### src/rtl/tinyalu_arbiter_if.sv
// tinyalu_arbiter_if: request, response and ALU pin bundle for the TinyALU arbiter
// Parameters: NUM_REQ requesters, ID_W bits of response id.
// Signals: req_valid/req_ready/req_a/req_b/req_op (per-requester, packed slices),
//          rsp_valid/rsp_ready/rsp_id/rsp_result/rsp_err (shared response channel),
//          alu_a/alu_b/alu_op/alu_start/alu_done/alu_result (TinyALU pins).
// Modports: slave = arbiter side, master = requesters, response sink and ALU side.
interface tinyalu_arbiter_if #(
    parameter int NUM_REQ = 4,
    parameter int ID_W = 2
);
    logic [NUM_REQ-1:0] req_valid, req_ready;
    logic [NUM_REQ*8-1:0] req_a, req_b;
    logic [NUM_REQ*3-1:0] req_op;
    logic rsp_valid, rsp_ready, rsp_err;
    logic [ID_W-1:0] rsp_id;
    logic [15:0] rsp_result;
    logic [7:0] alu_a, alu_b;
    logic [2:0] alu_op;
    logic alu_start, alu_done;
    logic [15:0] alu_result;
    modport slave (
        input req_valid, req_a, req_b, req_op, rsp_ready, alu_done, alu_result,
        output req_ready, rsp_valid, rsp_id, rsp_result, rsp_err, alu_a, alu_b, alu_op, alu_start
    );
    modport master (
        output req_valid, req_a, req_b, req_op, rsp_ready, alu_done, alu_result,
        input req_ready, rsp_valid, rsp_id, rsp_result, rsp_err, alu_a, alu_b, alu_op, alu_start
    );
endinterface

### src/rtl/tinyalu_arbiter.sv
// tinyalu_arbiter: round-robin sharing of one TinyALU between NUM_REQ requesters
// Ports: clk, reset_n (synchronous, active low), bus (tinyalu_arbiter_if.slave) carrying
//        the request handshakes, the tagged response channel and the ALU pins.
// Optional: define ALU_TIMEOUT_EN to abort an ALU wait after TIMEOUT_CYCLES with rsp_err=1.
module tinyalu_arbiter #(
    parameter int NUM_REQ = 4,
    parameter int ID_W = 2,
    parameter int TIMEOUT_CYCLES = 16
) (
    input logic clk,
    input logic reset_n,
    tinyalu_arbiter_if.slave bus
);
    typedef enum logic [1:0] {IDLE, ISSUE, RESP} state_t;
    state_t state, state_d;
    logic [ID_W-1:0] rr_ptr, win, idx, id_q;
    logic [7:0] a_q, b_q, sel_a, sel_b;
    logic [2:0] op_q, sel_op;
    logic [15:0] result_q;
    logic found, grant, illegal, timeout, nop_q, err_q;

    // Scan downward so the candidate closest to rr_ptr is the last one written.
    always_comb begin
        found = 1'b0;
        win = '0;
        idx = '0;
        for (int k = NUM_REQ - 1; k >= 0; k--) begin
            idx = ID_W'((int'(rr_ptr) + k) % NUM_REQ);
            if (bus.req_valid[idx]) begin
                found = 1'b1;
                win = idx;
            end
        end
    end

    always_comb begin
        sel_a = '0;
        sel_b = '0;
        sel_op = '0;
        for (int i = 0; i < NUM_REQ; i++)
            if (win == ID_W'(i)) begin
                sel_a = bus.req_a[8*i +: 8];
                sel_b = bus.req_b[8*i +: 8];
                sel_op = bus.req_op[3*i +: 3];
            end
    end

    assign grant = reset_n && state == IDLE && found;
    assign illegal = sel_op > 3'd4;

`ifdef ALU_TIMEOUT_EN
    localparam int CW = $clog2(TIMEOUT_CYCLES + 1);
    logic [CW-1:0] wd_cnt;
    // Zero whenever not in ISSUE, so it is clear on every ISSUE entry.
    always_ff @(posedge clk) begin
        if (!reset_n || state != ISSUE)
            wd_cnt <= '0;
        else if (!nop_q)
            wd_cnt <= wd_cnt + 1'b1;
    end
    assign timeout = state == ISSUE && !nop_q && !bus.alu_done && wd_cnt == CW'(TIMEOUT_CYCLES - 1);
`else
    assign timeout = 1'b0;
`endif

    always_comb begin
        state_d = state;
        case (state)
            IDLE: if (grant) state_d = illegal ? RESP : ISSUE;
            ISSUE: if (nop_q || bus.alu_done || timeout) state_d = RESP;
            RESP: if (bus.rsp_ready) state_d = IDLE;
            default: state_d = IDLE;
        endcase
    end

    always_ff @(posedge clk) begin
        if (!reset_n) begin
            state <= IDLE;
            rr_ptr <= '0;
            id_q <= '0;
            a_q <= '0;
            b_q <= '0;
            op_q <= '0;
            nop_q <= 1'b0;
            result_q <= '0;
            err_q <= 1'b0;
        end else begin
            state <= state_d;
            if (grant) begin
                id_q <= win;
                rr_ptr <= (win == ID_W'(NUM_REQ - 1)) ? '0 : win + 1'b1;
                nop_q <= sel_op == 3'd0;
                result_q <= '0;
                err_q <= illegal;
                // Illegal ops never reach the ALU, so its pins keep their last values.
                if (!illegal) begin
                    a_q <= sel_a;
                    b_q <= sel_b;
                    op_q <= sel_op;
                end
            end
            if (state == ISSUE && !nop_q && bus.alu_done) begin
                result_q <= bus.alu_result;
                err_q <= 1'b0;
            end
            if (timeout)
                err_q <= 1'b1;
        end
    end

    assign bus.req_ready = grant ? NUM_REQ'(1) << win : '0;
    assign bus.rsp_valid = state == RESP;
    assign bus.rsp_id = id_q;
    assign bus.rsp_result = result_q;
    assign bus.rsp_err = err_q;
    assign bus.alu_a = a_q;
    assign bus.alu_b = b_q;
    assign bus.alu_op = op_q;
    assign bus.alu_start = state == ISSUE;
endmodule

### src/flat_wrapper.sv
// flat-port wrapper written by rule: the top's interface ports become plain ports
module tinyalu_arbiter_flat 
#(
    parameter int NUM_REQ = 4,
    parameter int ID_W = 2,
    parameter int TIMEOUT_CYCLES = 16
)
  (clk, reset_n, bus_req_valid, bus_req_a, bus_req_b, bus_req_op, bus_rsp_ready, bus_alu_done, bus_alu_result, bus_req_ready, bus_rsp_valid, bus_rsp_id, bus_rsp_result, bus_rsp_err, bus_alu_a, bus_alu_b, bus_alu_op, bus_alu_start);
  tinyalu_arbiter_if #(.NUM_REQ(NUM_REQ), .ID_W(ID_W)) bus_i ();
  input logic clk;
  input logic reset_n;
  input wire logic [$bits(bus_i.req_valid)-1:0] bus_req_valid;
  input wire logic [$bits(bus_i.req_a)-1:0] bus_req_a;
  input wire logic [$bits(bus_i.req_b)-1:0] bus_req_b;
  input wire logic [$bits(bus_i.req_op)-1:0] bus_req_op;
  input wire logic [$bits(bus_i.rsp_ready)-1:0] bus_rsp_ready;
  input wire logic [$bits(bus_i.alu_done)-1:0] bus_alu_done;
  input wire logic [$bits(bus_i.alu_result)-1:0] bus_alu_result;
  output wire logic [$bits(bus_i.req_ready)-1:0] bus_req_ready;
  output wire logic [$bits(bus_i.rsp_valid)-1:0] bus_rsp_valid;
  output wire logic [$bits(bus_i.rsp_id)-1:0] bus_rsp_id;
  output wire logic [$bits(bus_i.rsp_result)-1:0] bus_rsp_result;
  output wire logic [$bits(bus_i.rsp_err)-1:0] bus_rsp_err;
  output wire logic [$bits(bus_i.alu_a)-1:0] bus_alu_a;
  output wire logic [$bits(bus_i.alu_b)-1:0] bus_alu_b;
  output wire logic [$bits(bus_i.alu_op)-1:0] bus_alu_op;
  output wire logic [$bits(bus_i.alu_start)-1:0] bus_alu_start;
  assign bus_i.req_valid = bus_req_valid;
  assign bus_i.req_a = bus_req_a;
  assign bus_i.req_b = bus_req_b;
  assign bus_i.req_op = bus_req_op;
  assign bus_i.rsp_ready = bus_rsp_ready;
  assign bus_i.alu_done = bus_alu_done;
  assign bus_i.alu_result = bus_alu_result;
  assign bus_req_ready = bus_i.req_ready;
  assign bus_rsp_valid = bus_i.rsp_valid;
  assign bus_rsp_id = bus_i.rsp_id;
  assign bus_rsp_result = bus_i.rsp_result;
  assign bus_rsp_err = bus_i.rsp_err;
  assign bus_alu_a = bus_i.alu_a;
  assign bus_alu_b = bus_i.alu_b;
  assign bus_alu_op = bus_i.alu_op;
  assign bus_alu_start = bus_i.alu_start;
  tinyalu_arbiter #(.NUM_REQ(NUM_REQ), .ID_W(ID_W), .TIMEOUT_CYCLES(TIMEOUT_CYCLES)) u_core (.clk(clk), .reset_n(reset_n), .bus(bus_i));
endmodule
### config.mk
export PLATFORM = sky130hd
export DESIGN_NAME = tinyalu_arbiter_flat
export DESIGN_NICKNAME = d
export VERILOG_FILES = /design/src/rtl/tinyalu_arbiter_if.sv /design/src/rtl/tinyalu_arbiter.sv /design/src/flat_wrapper.sv
export SDC_FILE = /design/constraint.sdc
export NUM_CORES = 1
export LEC_CHECK = 0
export BUFFER_PORTS_ARGS = -buffer_cell sky130_fd_sc_hd__buf_2
export CAP_MARGIN = 20
export CORE_MARGIN = 4
export CORE_UTILIZATION = 40
export CTS_CLUSTER_SIZE = 14
export DETAILED_ROUTE_END_ITERATION = 12
export PLACE_DENSITY_LB_ADDON = 0.2
export SLEW_MARGIN = 20
export SYNTH_ARGS = -nofsm -noshare
export SYNTH_HDL_FRONTEND = slang
export SYNTH_SLANG_ARGS = --single-unit
### constraint.sdc
create_clock -name clk -period 3.8 [get_ports clk]
set_input_delay 0 -clock clk [delete_from_list [all_inputs] [get_ports clk]]
set_output_delay 0 -clock clk [all_outputs]
set_load 0.005 [all_outputs]
**Word level (Yosys, flattened, before mapping)**

Index checks and enable logic that the tools add are counted.

- Register bits: 43
- Bits of input ports: 100
- Word-level logic and storage cells: 79

- $add $sub $neg: 4
- Magnitude comparators: 5
- Eq/ne operators: 8
- Shift-type cells: 1
- Mux-type cells: 37
- Bitwise gates (word level): 2
- Reductions and logical operators: 13

Operators by type and width:

| kind | number |
|---|---|
| $mux 8 | 8 |
| $mux 16 | 2 |
| $mux 2 | 9 |
| $lt 2x3->1 const B | 4 |
| $mux 3 | 4 |
| $bmux 1 s2 | 4 |
| $mux 1 | 8 |
| $eq 2x2->1 const B | 3 |
| $pmux 2 s3 | 1 |
| $add 2x1->2 const B | 2 |
| $add 2x2->2 const B | 2 |
| $eq 2x1->1 const B | 2 |
| $logic_and 1x1->1 | 4 |
| $logic_not 2->1 | 2 |
| $mux 4 | 1 |
| $ne 2x1->1 const B | 2 |
| $shl 1x2->4 const A | 1 |
| $gt 3x3->1 const B | 1 |
| $logic_not 3->1 | 1 |
| $reduce_and 3->1 | 1 |
| $ne 2x2->1 const B | 1 |
| $not 1->1 | 2 |
| $reduce_and 2->1 | 1 |
| $reduce_bool 2->1 | 1 |
| other kinds (3) | 3 |

**Depth between registers and ports, before layout**

Gate-level depths: netlist (run 1).

- Word-level depth: 16
- Depth in mapped cells: 13
- Gate-level depth less buffers: 11

**Worst setup path before layout (run 1)**

Ideal clock, no wire load.

- Path kind: flip-flop to flip-flop
- Start point: register u_core.rr_ptr[0]
- End point: register u_core.a_q[0], in the netlist u_core.bus.alu_a[0]
- Library setup time: 0.083 ns
- Arrival time: 2.483 ns
- Required time: 3.717 ns
- Setup slack: 1.235 ns
- Cell stages (with the launch flop): 13
- Buffers on the path: 2
- Clock period less this slack: 2.565 ns
- Cell sequence: dfxtp_1 inv_1 a221o_1 a22oi_1 inv_2 ha_1 or2_1 buf_2 a221oi_2 o22a_2 o21ai_2 buf_4 o221ai_1

- Longest elaborated chain between the ends: 15
- Elaborated cells on any way between the ends: 35
- Classes of those cells: add/sub: 3; order compare: 1; eq/ne: 3; mux: 24; bitwise: 1; reduce/logical: 3

Ends and longest elaborated chain:

| item | line | text |
|---|---|---|
| start, declared | tinyalu_arbiter.sv:16 | `logic [ID_W-1:0] rr_ptr, win, idx, id_q;` |
| start signal, assigned | tinyalu_arbiter.sv:91 | `rr_ptr <= (win == ID_W'(NUM_REQ - 1)) ? '0 : win + 1'b1;` |
| $add 2x2->2 | tinyalu_arbiter.sv:28 | `idx = ID_W'((int'(rr_ptr) + k) % NUM_REQ);` |
| $bmux 1 s2 | tinyalu_arbiter.sv:29 | `if (bus.req_valid[idx]) begin` |
| $mux 1 (not written as such) | tinyalu_arbiter.sv:29 |  |
| $mux 2 (3 in series) | tinyalu_arbiter.sv:29 |  |
| $mux 2 * | tinyalu_arbiter.sv:29 |  |
| named net u_core.win[0] | tinyalu_arbiter.sv:16 |  |
| $logic_not 2->1 | tinyalu_arbiter.sv:41 | `if (win == ID_W'(i)) begin` |
| $mux 3 (4 in series) | tinyalu_arbiter.sv:41 |  |
| $gt 3x3->1 | tinyalu_arbiter.sv:49 | `assign illegal = sel_op > 3'd4;` |
| $not 1->1 (no source line) | -- |  |
| $reduce_and 2->1 (no source line) | -- |  |
| end signal, assigned | tinyalu_arbiter.sv:97 | `a_q <= sel_a;` |
| end, declared | tinyalu_arbiter.sv:17 | `logic [7:0] a_q, b_q, sel_a, sel_b;` |

Mark *: on every way through the listed nets, which the timed path passes. The rest lies on a longest branch. The select of a mux whose other input is x is not followed.
A chain may end at the register's enable or synchronous reset.

**Worst setup path after layout (run 1)**

- Start point: register u_core.rr_ptr[0]
- End point: register u_core.b_q[5], in the netlist u_core.bus.alu_b[5]

- Longest elaborated chain between the ends: 15
- Elaborated cells on any way between the ends: 35
- Classes of those cells: add/sub: 3; order compare: 1; eq/ne: 3; mux: 24; bitwise: 1; reduce/logical: 3

Ends and longest elaborated chain:

| item | line | text |
|---|---|---|
| $add 2x2->2 | tinyalu_arbiter.sv:28 |  |
| $bmux 1 s2 | tinyalu_arbiter.sv:29 |  |
| $mux 1 (not written as such) | tinyalu_arbiter.sv:29 |  |
| $mux 2 (3 in series) | tinyalu_arbiter.sv:29 |  |
| $mux 2 * | tinyalu_arbiter.sv:29 |  |
| named net u_core.win[0] | tinyalu_arbiter.sv:16 |  |
| $logic_not 2->1 | tinyalu_arbiter.sv:41 |  |
| $mux 3 (4 in series) | tinyalu_arbiter.sv:41 |  |
| $gt 3x3->1 | tinyalu_arbiter.sv:49 |  |
| $not 1->1 (no source line) | -- |  |
| $reduce_and 2->1 (no source line) | -- |  |
| end signal, assigned | tinyalu_arbiter.sv:98 | `b_q <= sel_b;` |
| end, declared | tinyalu_arbiter.sv:17 |  |

Marks and branches as above.

==> impl_results.md, run 1 <==
* Status: finished, final reports clean
* DP Area at 3100 um^2
* DP HPWL at 5360 um
* Actual slew at the worst max-slew pin at around 980 ps
* Ports at 144
* Worst-path clk slew at ~80 ps
* GR Overflow Total at 0
* RSZ-0062 raised after global routing: no
* Final Hold Fails at 0
* Ys flop type: dfxtp_1
* Synth top area cells: dfxtp_1 36%, o221ai_1 11%, a221o_1 7.1%
* Initial Utilization at 0.424
* Nets at around 510
* Clock buffer depth at 2
* Part of the cycle the worst path needs at 0.861
* Cts bufs inserted at 5
* Number of fill cells in the layout at 493
* Mapped cell area at roughly 2400 um^2
* Clock Skew at between 6 and 7 ps
* Vias in the first global route at 2534
* Synth-to-layout area growth at 40.5%
* Share of the synthesized area in the top cell type at 0.360
* Worst skew pair latency at 290 ps
* Clk sinks at 43
* H-tree levels at 2
* Peak Freq at 0.306 GHz
* Largest net degree at the start of global routing at 46
* Post-synth ARST share at 0
* Tot Pwr at 2.15 mW
* Routed wire per std cell at 15.9 um
* Slew Limit Headroom at 0.345
* Crit path max fanout at 18
* Clk root buf: clkbuf_8
* First-pass GRT wire length at around 12000 um
* IO buf count at 143
* Critical path data arrival time at 3420 ps
* Syn Inst Count at 261
* Share of layout cells above drive strength 1 at 0.424
* Register area share after synthesis at 0.360
* Die W at 85.3 um
* DRT Pass-1 Iters at 4
* Post-synthesis cell type count at 41
* Leakage at 1.50 nW
* Post-Syn Nets at 365
* Top-count cell post-synth: dfxtp_1
* Drt first-iter violations at 94
* Hold Path Class: primary input to flip-flop
* Post-synth top cells: 43 x dfxtp_1, 30 x o221ai_1, 26 x nand2_1
* Die Y at 85.3 um
* Area leader, netlist: dfxtp_1
* Initial antenna violation count at 0
* DR vias at 2630
* Final Core Density at 0.595
* Inserted Diodes at 0
* Core Rows at 27
* Max VDD drop at approximately 280 uV
* Crit path time final at roughly 3300 ps
* Startpoint type of the worst setup path: flip-flop
* Yosys Warn Count at 0
* # setup viols final at 0
* Mean Syn Cell Area at 9.16 um^2
* CTS tree: built
* Pwr dens at 639 nW/um^2
* Die area at around 7300 um^2
* Vias per cell at around 5.5
* Post-CTS Repair Setup Buffers at 0
* Synthesized flop and latch total at 43
* Placer Congestion at 0.766
* Max Slew Vio Count at 0
* Setup Crit Path Kind: flip-flop to flip-flop
* Post-Route WL at 7620 um
* Post-route DRC at 0
* Post-DRT Antenna Nets at 0
* CORE AREA at 5640 um^2
* Final Cell Area at 3360 um^2
* Crit end category: flip-flop
* Post-synth EDFFs at 0
* Fin Setup TNS at 0 ps
* GRT Util Overall at 0.201
* Total of max-cap violations at 0
* CP required at 3950 ps
## path summary, 6_finish.rpt
path	start	endpoint	slack, ps	cells after the start
worst max register to register	u_core.rr_ptr[0]	u_core.bus.alu_b[5]	530	9
worst min-delay path	bus_alu_done	u_core.state[0]	10	3
worst min register to register	u_core.bus.rsp_id[0]	u_core.bus.rsp_id[0]	470	2
worst max-delay path	u_core.rr_ptr[0]	u_core.bus.alu_b[5]	530	9
## logic make-up after synthesis
logic type      count (synthesis)  share of synthesized area
fa+ha+maj                       4                     0.0209
compound gates                 93                      0.345
buf+inv                        33                     0.0686
flops                          43                      0.360
simple gates                   88                      0.206
## stage by stage
| step | cells | worst slack [ps] | hold WS (ps) |
|---|---|---|---|
| after CTS | 480 | 463 | 1.69 |
| final | 480 | 527 | 14.9 |
| after global routing | 480 | 149 | 40.0 |
| after floorplan | 261 | 1230 | 172 |
| after global placement | 456 | 658 | 272 |
| after detailed placement | 456 | 489 | 277 |
## registers in the layout (all words and copies together), names as in the netlist
register               count
u_core.bus.alu_a           8
u_core.state               2
u_core.rr_ptr              2
u_core.bus.rsp_result     16
u_core.bus.rsp_id          2
u_core.bus.alu_op          3
u_core.bus.alu_b           8
u_core.nop_q               1
u_core.bus.rsp_err         1
## layout by cell type (no fill, tap or decap), drive strengths merged, types with 2 or more instances in the layout
cell type / n
a22oi: 17
nor3b: 2
o31ai: 4
nand2: 26
inv: 7
nor2b: 21
nand2b: 2
a221o: 17
and2: 5
nand3: 5
o32a: 2
dlygate4sd3: 16
nor2: 5
dfxtp: 43
buf: 149
o221ai: 30
or3: 16
a21oi: 4
clkbuf: 5
o21ai: 8
clkinv: 2
a221oi: 3
o22ai: 3
ha: 4
nand3b: 2
## report_power, final
part | switching (mW) | total (mW) | leakage, nW | internal, mW
Combinational | 0.692 | 1.22 | 1.10 | 0.529
Sequential | 0.0649 | 0.633 | 0.352 | 0.568
Clock | 0.161 | 0.293 | 0.0443 | 0.131
Total | 0.918 | 2.15 | 1.50 | 1.23
## critical path, cell delays in order, from the launching register on
cell and delay (ps):
dfxtp_1 330, inv_1 80, a221o_1 310, a22oi_1 380, ha_1 320, or2_1 580, a221oi_2 80, o22a_2 270
o21ai_2 540, o221ai_1 220
## timing repair
item | in CTS | in global routing
endpoints found under the setup margin | 0 | 0
endpoints found under the hold margin | 16 | 0
resized for setup | 0 | 0
hold buffers | 16 | 0
## layer usage
layer / GRT usage / part of all wire / vias to the layer above
li1: - / - / 1307
met1: 0.241 / 0.41 / 1191
met2: 0.357 / 0.49 / 119
met3: 0.0456 / 0.082 / 13
met4: 0.0604 / 0.015 / 0
met5: 0 / 0 / -
## area by class of cell
| class | count | area [um^2] | share of cell area |
|---|---|---|---|
| Inverter | 7 | 26.3 | 0.00783 |
| Sequential cell | 43 | 861 | 0.256 |
| Tap cell | 72 | 90.1 | 0.0268 |
| Clock inverter | 3 | 25.0 | 0.00745 |
| Clock buffer | 5 | 68.8 | 0.0205 |
| Multi-Input combinational cell | 185 | 1370 | 0.407 |
| Timing Repair Buffer | 165 | 921 | 0.274 |
Note: power is estimated with default switching activity, not from simulation.
==> run 2: changes to the inputs <==
Clock period 3.8 ns to 3.5 ns, I/O delays scaled along.
==> run 2 against run 1 <==
Against the previous run: hold slack gained 3.8 ps; count of clock-buffer cells in the layout grew 1; worst setup slack worse by 140 ps; critical path depth up 2; cell count is 0.21% higher; register-to-register slack worse by 140 ps; non-clock buffer count rose by 1.
==> impl_results.md, run 2 (synthesized netlist as in run 1, its figures left out) <==
* Status: finished, final reports clean
* Hold Crit Depth at 3 (unchanged)
* CORE AREA at 5640 um^2 (unchanged)
* Commonest non-fill, non-tap cell in the layout: buf_2
* Max VDD drop at 379 uV (+36%)
* Pwr dens at 694 nW/um^2 (+8.6%)
* Core Rows at 27 (unchanged)
* Initial Utilization at 0.424 (unchanged)
* DR vias at 2603 (-1.0%)
* IO buf count at 143 (unchanged)
* Leakage at 1.50 nW (+0.14%)
* Final Hold Fails at 0 (unchanged)
* Most frequent cells in the layout: 143 x buf_2, 43 x dfxtp_1, 30 x o221ai_1
* Crit path time final at 3110 ps (-162 ps)
* Inserted Diodes at 0 (unchanged)
* Die area at 7280 um^2 (unchanged)
* Clk root buf: clkbuf_8
* Cts bufs inserted at 5 (unchanged)
* Ports at 144 (unchanged)
* Die W at 85.3 um (unchanged)
* CP required at 3650 ps (-300 ps)
* Vias in the first global route at 2571 (+1.5%)
* Clock Skew at 10.3 ps (+3.57 ps)
* Gr busiest metal: met2
* Synth-to-layout area growth at 40.3%
* Area of the multi-input gates at 1370 um^2 (unchanged)
* Met2 Use GR at 0.346 (-0.0106)
* Routed wire per std cell at 15.5 um (-2.2%)
* Slew Limit Headroom at 0.351 (+0.00663)
* Fin Setup TNS at 0 ps (unchanged)
* Worst hold start: bus_alu_result[15]
* Part of the cycle the worst path needs at 0.889 (+0.0275)
* Clock buffer depth at 2 (unchanged)
* Total of max-cap violations at 0 (unchanged)
* Die Y at 85.3 um (unchanged)
* Vias per cell at 5.41 (-1.2%)
* Tot Pwr at 2.33 mW (+8.5%)
* Number of fill cells in the layout at 490 (-0.61%)
* Global routing usage on met1 at 0.258 (+0.0173)
* Post-route DRC at 0 (unchanged)
* Startpoint type of the worst setup path: flip-flop
* # setup viols final at 0 (unchanged)
* Clk sinks at 43 (unchanged)
* Setup Crit Path Kind: flip-flop to flip-flop
* DRT Pass-1 Iters at 6 (+2)
* Drt first-iter violations at 110 (+17%)
* Hold Path Class: primary input to flip-flop
* Initial antenna violation count at 0 (unchanged)
* Actual slew at the worst max-slew pin at 973 ps (-9.95 ps)
* Post-Route WL at 7470 um (-2.0%)
* Final Cell Area at 3350 um^2 (-0.11%)
* Post_cts resized at 0 (unchanged)
* RSZ-0062 raised after global routing: no
* RR Endpoint: u_core.bus.alu_b[5]
* Reg-to-reg slack, setup at 390 ps (-140 ps)
* Hold endpoint: u_core.bus.rsp_result[15]
* CTS tree: built
* Worst skew pair latency at 290 ps (about the same)
* Largest register FFs at 16 (unchanged)
* R2R depth at 11 (+2)
* First-pass GRT wire length at 12200 um (+1.7%)
* H-tree levels at 2 (unchanged)
* Placer Congestion at 0.781 (+1.9%)
* Largest net degree at the start of global routing at 46 (unchanged)
* Final hold slack at 18.7 ps (+3.84 ps)
* Reg2reg start: u_core.rr_ptr[0]
* Critical path data arrival time at 3260 ps (-160 ps)
* Share of layout cells above drive strength 1 at 0.425 (+0.00141)
* Nets at 512 (+0.20%)
* Crit path max fanout at 17 (-1)
* Peak Freq at 0.321 GHz (+5.2%)
* Worst-path clk slew at 90 ps (about the same)
* Met3 GRT Util at 0.0505 (+0.00485)
* DP Area at 3120 um^2 (+0.48%)
* GR Overflow Total at 0 (unchanged)
* Register area at 861 um^2 (unchanged)
* GRT Util Overall at 0.204 (+0.00269)
* Final Core Density at 0.594 (-0.000665)
* Max Slew Vio Count at 0 (unchanged)
* Crit end category: flip-flop
* Post-DRT Antenna Nets at 0 (unchanged)
* Crit. Startpoint: u_core.rr_ptr[0]
* DP HPWL at 5440 um (+1.5%)
-- run 2: final cells by class --
type | instances | area share
Clock buffer | 6 | 0.0216
Inverter | 7 | 0.00784
Tap cell | 72 | 0.0269
Clock inverter | 2 | 0.00373
Multi-Input combinational cell | 185 | 0.407
Timing Repair Buffer | 166 | 0.276
Sequential cell | 43 | 0.257
-- run 2: power breakdown --
part	internal [mW]	switching, mW	total, mW	leakage (nW)
clock	0.140	0.169	0.309	0.0412
sequential	0.617	0.0715	0.689	0.352
combinational	0.584	0.746	1.33	1.11
total	1.34	0.987	2.33	1.50
-- run 2: layer usage --
metal  vias to the layer above  wire [um]
met5                         -          0
met1                      1180       3170
met2                       108       3610
met3                         8        592
met4                         0         95
li1                       1307          -
-- run 2: worst max-delay path by stage --
stage | endpoint | slack, ps | cells after the start
2_1_floorplan | u_core.bus.alu_a[0] | 930 | 12
3_3_place_gp | u_core.bus.alu_a[7] | 530 | 10
3_5_place_dp | u_core.bus.alu_b[5] | 400 | 11
4_1_cts | u_core.bus.alu_b[5] | 390 | 11
5_1_grt | u_core.bus.alu_b[6] | 110 | 10
6_report | u_core.bus.alu_b[5] | 390 | 11
-- run 2: worst max-delay path, stage by stage, from the launching register on --
cell and delay [ps]:
dfxtp_1 330, inv_1 70, a221o_1 320, a22oi_1 400
inv_2 100, ha_1 270, nand2b_1 110, buf_4 230
o22ai_1 130, o22a_2 240, o21ai_2 560, o221ai_1 230
-- run 2: through the flow --
step	setup WS (ps)	instances
after floorplan	935	261
after global placement	528	458
after detailed placement	400	458
after CTS	386	481
after global routing	108	481
final	389	481
-- run 2: timing repair --
| action | 4_1_cts | 5_1_grt |
|---|---|---|
| setup buffers | 0 | 0 |
| hold endpoints to repair | 15 | 0 |
| hold buffers | 15 | 0 |
